--- src/rtl/system_memory_v4.sv ---
// Life grid state memory: an input shift register (system_mem_out) and a shadow output shift register.
// Both load from grid_in (run) or the serial lane (load); define OUTPUT_ROTATE_EN for rotating output dumps.
module system_memory_v4 #(
  parameter  int GRID_ROWS  = 8,
  parameter  int GRID_COLS  = 8,
  parameter  int LANE_WIDTH = 1,
  parameter  int GEN_WIDTH  = 16,
  localparam int DATA_SIZE  = GRID_ROWS * GRID_COLS
) (
  input  logic                  clk,
  input  logic                  reset,
  input  logic [DATA_SIZE-1:0]  grid_in,
  input  logic                  run_mode,
  input  logic                  load_mode,
  input  logic                  output_mode,
  input  logic [LANE_WIDTH-1:0] serial_in,
  input  logic                  serial_in_valid,
  output logic [DATA_SIZE-1:0]  system_mem_out,
  output logic [LANE_WIDTH-1:0] serial_out,
  output logic                  serial_out_valid,
  output logic                  load_done,
  output logic                  output_done,
  output logic [GEN_WIDTH-1:0]  gen_count
);

  localparam int BEATS = DATA_SIZE / LANE_WIDTH;
  localparam int CW    = (BEATS > 1) ? $clog2(BEATS) : 1;
  localparam logic [CW-1:0] LAST_BEAT = CW'(BEATS - 1);

  if ((DATA_SIZE % LANE_WIDTH) != 0) begin : g_lane_check
    $error("system_memory_v4: LANE_WIDTH must divide GRID_ROWS*GRID_COLS");
  end

  typedef enum logic [1:0] {
    MODE_IDLE,
    MODE_RUN,
    MODE_LOAD,
    MODE_OUT
  } mode_t;

  logic [DATA_SIZE-1:0]  r_input_sr;
  logic [DATA_SIZE-1:0]  r_output_sr;
  logic [CW-1:0]         r_beat;
  mode_t                 r_prev_mode;
  logic [LANE_WIDTH-1:0] r_serial_out;
  logic                  r_serial_out_valid;
  logic                  r_load_done;
  logic                  r_output_done;
  logic [GEN_WIDTH-1:0]  r_gen_count;

  mode_t                 w_mode;
  logic [CW-1:0]         w_beat;
  logic                  w_last;
  logic [CW-1:0]         w_beat_next;
  logic [DATA_SIZE-1:0]  w_input_shift;
  logic [DATA_SIZE-1:0]  w_output_load;
  logic [DATA_SIZE-1:0]  w_output_shift;
  logic [LANE_WIDTH-1:0] w_top_lane;

  always_comb begin
    w_mode = MODE_IDLE;
    if (run_mode)         w_mode = MODE_RUN;
    else if (load_mode)   w_mode = MODE_LOAD;
    else if (output_mode) w_mode = MODE_OUT;
  end

  // A mode switch abandons any partial transfer: the beat count restarts at 0.
  assign w_beat      = (w_mode != r_prev_mode) ? '0 : r_beat;
  assign w_last      = (w_beat == LAST_BEAT);
  assign w_beat_next = w_last ? '0 : (w_beat + CW'(1));

  assign w_top_lane    = r_output_sr[DATA_SIZE-1 -: LANE_WIDTH];
  assign w_input_shift = DATA_SIZE'({r_input_sr, serial_in});
  assign w_output_load = DATA_SIZE'({r_output_sr, serial_in});
`ifdef OUTPUT_ROTATE_EN
  assign w_output_shift = DATA_SIZE'({r_output_sr, w_top_lane});
`else
  assign w_output_shift = DATA_SIZE'({r_output_sr, {LANE_WIDTH{1'b0}}});
`endif

  always_ff @(posedge clk or posedge reset) begin
    if (reset) begin
      r_input_sr         <= '0;
      r_output_sr        <= '0;
      r_beat             <= '0;
      r_prev_mode        <= MODE_IDLE;
      r_serial_out       <= '0;
      r_serial_out_valid <= 1'b0;
      r_load_done        <= 1'b0;
      r_output_done      <= 1'b0;
      r_gen_count        <= '0;
    end else begin
      r_prev_mode        <= w_mode;
      r_serial_out_valid <= 1'b0;
      r_load_done        <= 1'b0;
      r_output_done      <= 1'b0;
      case (w_mode)
        MODE_RUN: begin
          r_input_sr  <= grid_in;
          r_output_sr <= grid_in;
          r_beat      <= '0;
          r_gen_count <= r_gen_count + GEN_WIDTH'(1);
        end
        MODE_LOAD: begin
          if (serial_in_valid) begin
            r_input_sr  <= w_input_shift;
            r_output_sr <= w_output_load;
            r_beat      <= w_beat_next;
            r_load_done <= w_last;
          end else begin
            r_beat <= w_beat;
          end
        end
        MODE_OUT: begin
          r_serial_out       <= w_top_lane;
          r_serial_out_valid <= 1'b1;
          r_output_sr        <= w_output_shift;
          r_beat             <= w_beat_next;
          r_output_done      <= w_last;
        end
        default: ;
      endcase
    end
  end

  assign system_mem_out   = r_input_sr;
  assign serial_out       = r_serial_out;
  assign serial_out_valid = r_serial_out_valid;
  assign load_done        = r_load_done;
  assign output_done      = r_output_done;
  assign gen_count        = r_gen_count;

endmodule
--- config.mk ---
export PLATFORM = sky130hd
export DESIGN_NAME = system_memory_v4
export DESIGN_NICKNAME = d
export VERILOG_FILES = /design/src/rtl/system_memory_v4.sv
export SDC_FILE = /design/constraint.sdc
export NUM_CORES = 1
export LEC_CHECK = 0
export CAP_MARGIN = 0
export CORE_MARGIN = 8
export CORE_UTILIZATION = 35
export DETAILED_ROUTE_END_ITERATION = 8
export PLACE_DENSITY_LB_ADDON = 0.15
export SYNTH_ARGS = -nofsm -noshare
export SYNTH_HDL_FRONTEND = slang
export SYNTH_SLANG_ARGS = --single-unit
--- constraint.sdc ---
create_clock -name clk -period 5.6 [get_ports clk]
set_clock_uncertainty 0.15 [all_clocks]
set_input_delay 0.56 -clock clk [delete_from_list [all_inputs] [get_ports clk]]
set_output_delay 0.56 -clock clk [all_outputs]
set_load 0.05 [all_outputs]
==> out/qor.csv <==
metric,value,unit
status,"finished, final reports clean",
worst rel slew slack,22.5,%
CTS buffer count,17,
Pwr per Cell Area,364,nW/um2
Final ANT Viol Nets,0,
Final Setup Violations,0,
die height,160,um
CP endpoint kind,flip-flop,
CTS tree,yes,
clock-pin slew on the worst setup and hold paths,0.06,ns
vias in the first global route,5508,
dpl hpwl,11700,um
global-route wire length before repair,28700,um
final worst path period need,3.17,ns
Hold Buf Count CTS,0,
simple-gate share of the synthesized area,11.1,%
slew of the pin with the lowest slew margin,1.16,ns
hold crit path type,reg -> reg,
post-cts sizing count,0,
xor-xnor portion of the synthesized cell area,1.93,%
Synth Net Count,758,
DR WL/cell,15.5,um
Die Area,25600,um2
number of setup buffers added after CTS,0,
Placer Congestion,0.791,
GRT Util Overall,13.6,%
Pleak,4.17,nW
area taken by multi-input logic gates,3100,um2
area delta synth->final,31.9,%
final worst slack,2.43,ns
First-pass DRT Iterations,6,
compound-gate portion of the synthesized area,10.9,%
Post-Syn Area,7260,um2
"most common cell after layout, fill and taps aside",dfrtp_1,
"Avg Cell Area, Syn",10.6,um2
fin. max-slew vios,0,
share of cells above drive strength 1,5.42,%
Worst EP required,5.75,ns
initial drt markers,295,
ant diodes,0,
synthesized instance count,685,
Site Rows,52,
"Cell Area, Placed",8960,um2
Clock Latency Late Sink,0.41,ns
setup TNS,0,ns
largest family of logic cells by synthesized area,multiplexers,
gr ovfl total,0,
pin count of the biggest net entering global routing,129,
Worst Path Max Fanout,14,
Die X,160,um
RSZ-0062 raised after global routing,false,
total power,3.48,mW
fin crit share,56.7,%
register area,3900,um2
design area,9570,um2
DRT Wirelength,17100,um
max_cap viols,0,
io pins,155,
CTS H-tree lvls,4,
CP startpoint kind,input port,
post-synthesis cell type count,41,
class of the most critical setup path,in -> reg,
sequential share of the synthesized area,53.8,%
Clock Tree Buf Depth,2,
Final Hold Fails,0,
Worst EP arrival,3.32,ns
CTS root buf,clkbuf_16,
Post-Place Setup Slack,2.03,ns
Core ar.,20300,um2
Yosys reg bits,156,
antenna violations before repair,0,
DRC viols,0,
hold slack,0.317,ns
final net count,893,
f_max,315,MHz
vias per inst,4.82,
Max VDD drop,0.000168,V
Sink Count,156,
Post-Synth Adder-Cell Area,0.345,%
yosys synthesis warning count,0,
Fillers,1895,
mux cell area share after synthesis,18.0,%
most frequent cells in the layout,"156 x dfrtp_1, 154 x clkdlybuf4s50_1, 139 x nand2_1",
Initial Util,35.8,%
vias post-DR,5310,
# port buffers,154,
final cells by class:
| cell class | count | area share (%) |
|---|---|---|
| clock buffer | 23 | 4.99 |
| clock inverter | 7 | 1.44 |
| inverter | 7 | 0.327 |
| multi-input combinational | 478 | 32.4 |
| sequential | 156 | 40.8 |
| tap | 270 | 3.53 |
| timing repair buffer | 160 | 16.6 |
flip-flops by register name, indices dropped and copies added, names as in the netlist:
name	count
system_mem_out	64
r_output_sr	64
r_beat	6
r_prev_mode	2
gen_count	16
output_done	1
serial_out	1
load_done	1
serial_out_valid	1
metal layers:
layer  track usage (%)  vias to the layer above  share of wire (%)
met4              3.70                        0               0.87
li1                  -                     2639                  -
met5                 0                        -                  0
met3              4.24                       11                5.1
met2              22.0                      123                 47
met1              17.3                     2537                 48
logic make-up after synthesis:
logic type,Yosys count
and+or+nand+nor,183
DFF,156
AOI/OAI and AO/OA,147
muxes,130
buffers and inverters,51
xor gates and xnor gates,16
adders and majority gates,2
power breakdown:
| group | total [mW] | switching, mW | internal [mW] |
|---|---|---|---|
| combinational | 0.862 | 0.539 | 0.323 |
| sequential | 1.40 | 0.117 | 1.28 |
| clock | 1.22 | 0.441 | 0.777 |
| total | 3.48 | 1.10 | 2.38 |
worst paths after layout:
path / depth (start not counted) / startpoint / endpoint / slack, ns
worst max register to register: 9 / r_prev_mode[1] / r_beat[1] / 2.99
min in group asynchronous: 2 / reset / system_mem_out[27] / 0.52
worst max-delay path: 10 / load_mode / r_beat[1] / 2.43
worst min register to register: 1 / gen_count[15] / gen_count[15] / 0.32
max in group asynchronous: 3 / reset / r_output_sr[18] / 3.72
worst min-delay path: 1 / gen_count[15] / gen_count[15] / 0.32
synth_stat cells (all sizes together):
master  number  area [um2]
dfrtp      156        3900
nand2      139         522
o21ai      130         651
mux2i      128        1280
buf         31         210
clkbuf      13        52.6
xnor2        9        78.8
a21oi        8        43.8
inv          7        26.3
nor2         7        26.3
xor2         7        61.3
nand4        5        37.5
a32o         4        40.0
and2         4        25.0
and3         4        25.0
and4         4        35.0
nand2b       4        25.0
nand3        4        20.0
nand3b       3        22.5
ha           2        25.0
mux2         2        22.5
nor2b        2        15.0
nor3         2        10.0
nor4         2        18.8
a22o         1        17.5
a31o         1        8.76
a32oi        1        8.76
nor4bb       1        10.0
o211ai       1        12.5
o21a         1        7.51
or3b         1        8.76
or4          1        7.51
through the flow:
| step | cells | util (%) |
|---|---|---|
| detailed placement | 1071 | 44.1 |
| finish | 1101 | 47.2 |
| global placement | 1071 | 44.1 |
| CTS | 1101 | 47.2 |
| floorplan | 685 | - |
| global route | 1101 | 47.2 |
worst max-delay path: stages:
cell	delay, ns
clkdlybuf4s50_1	0.70
or4_1	0.65
o211ai_2	0.13
a22o_4	0.19
and2_1	0.13
ha_1	0.22
nand4_1	0.14
nor2_1	0.23
nand2_1	0.11
a32o_1	0.26
(Power assumes the default switching activity.)
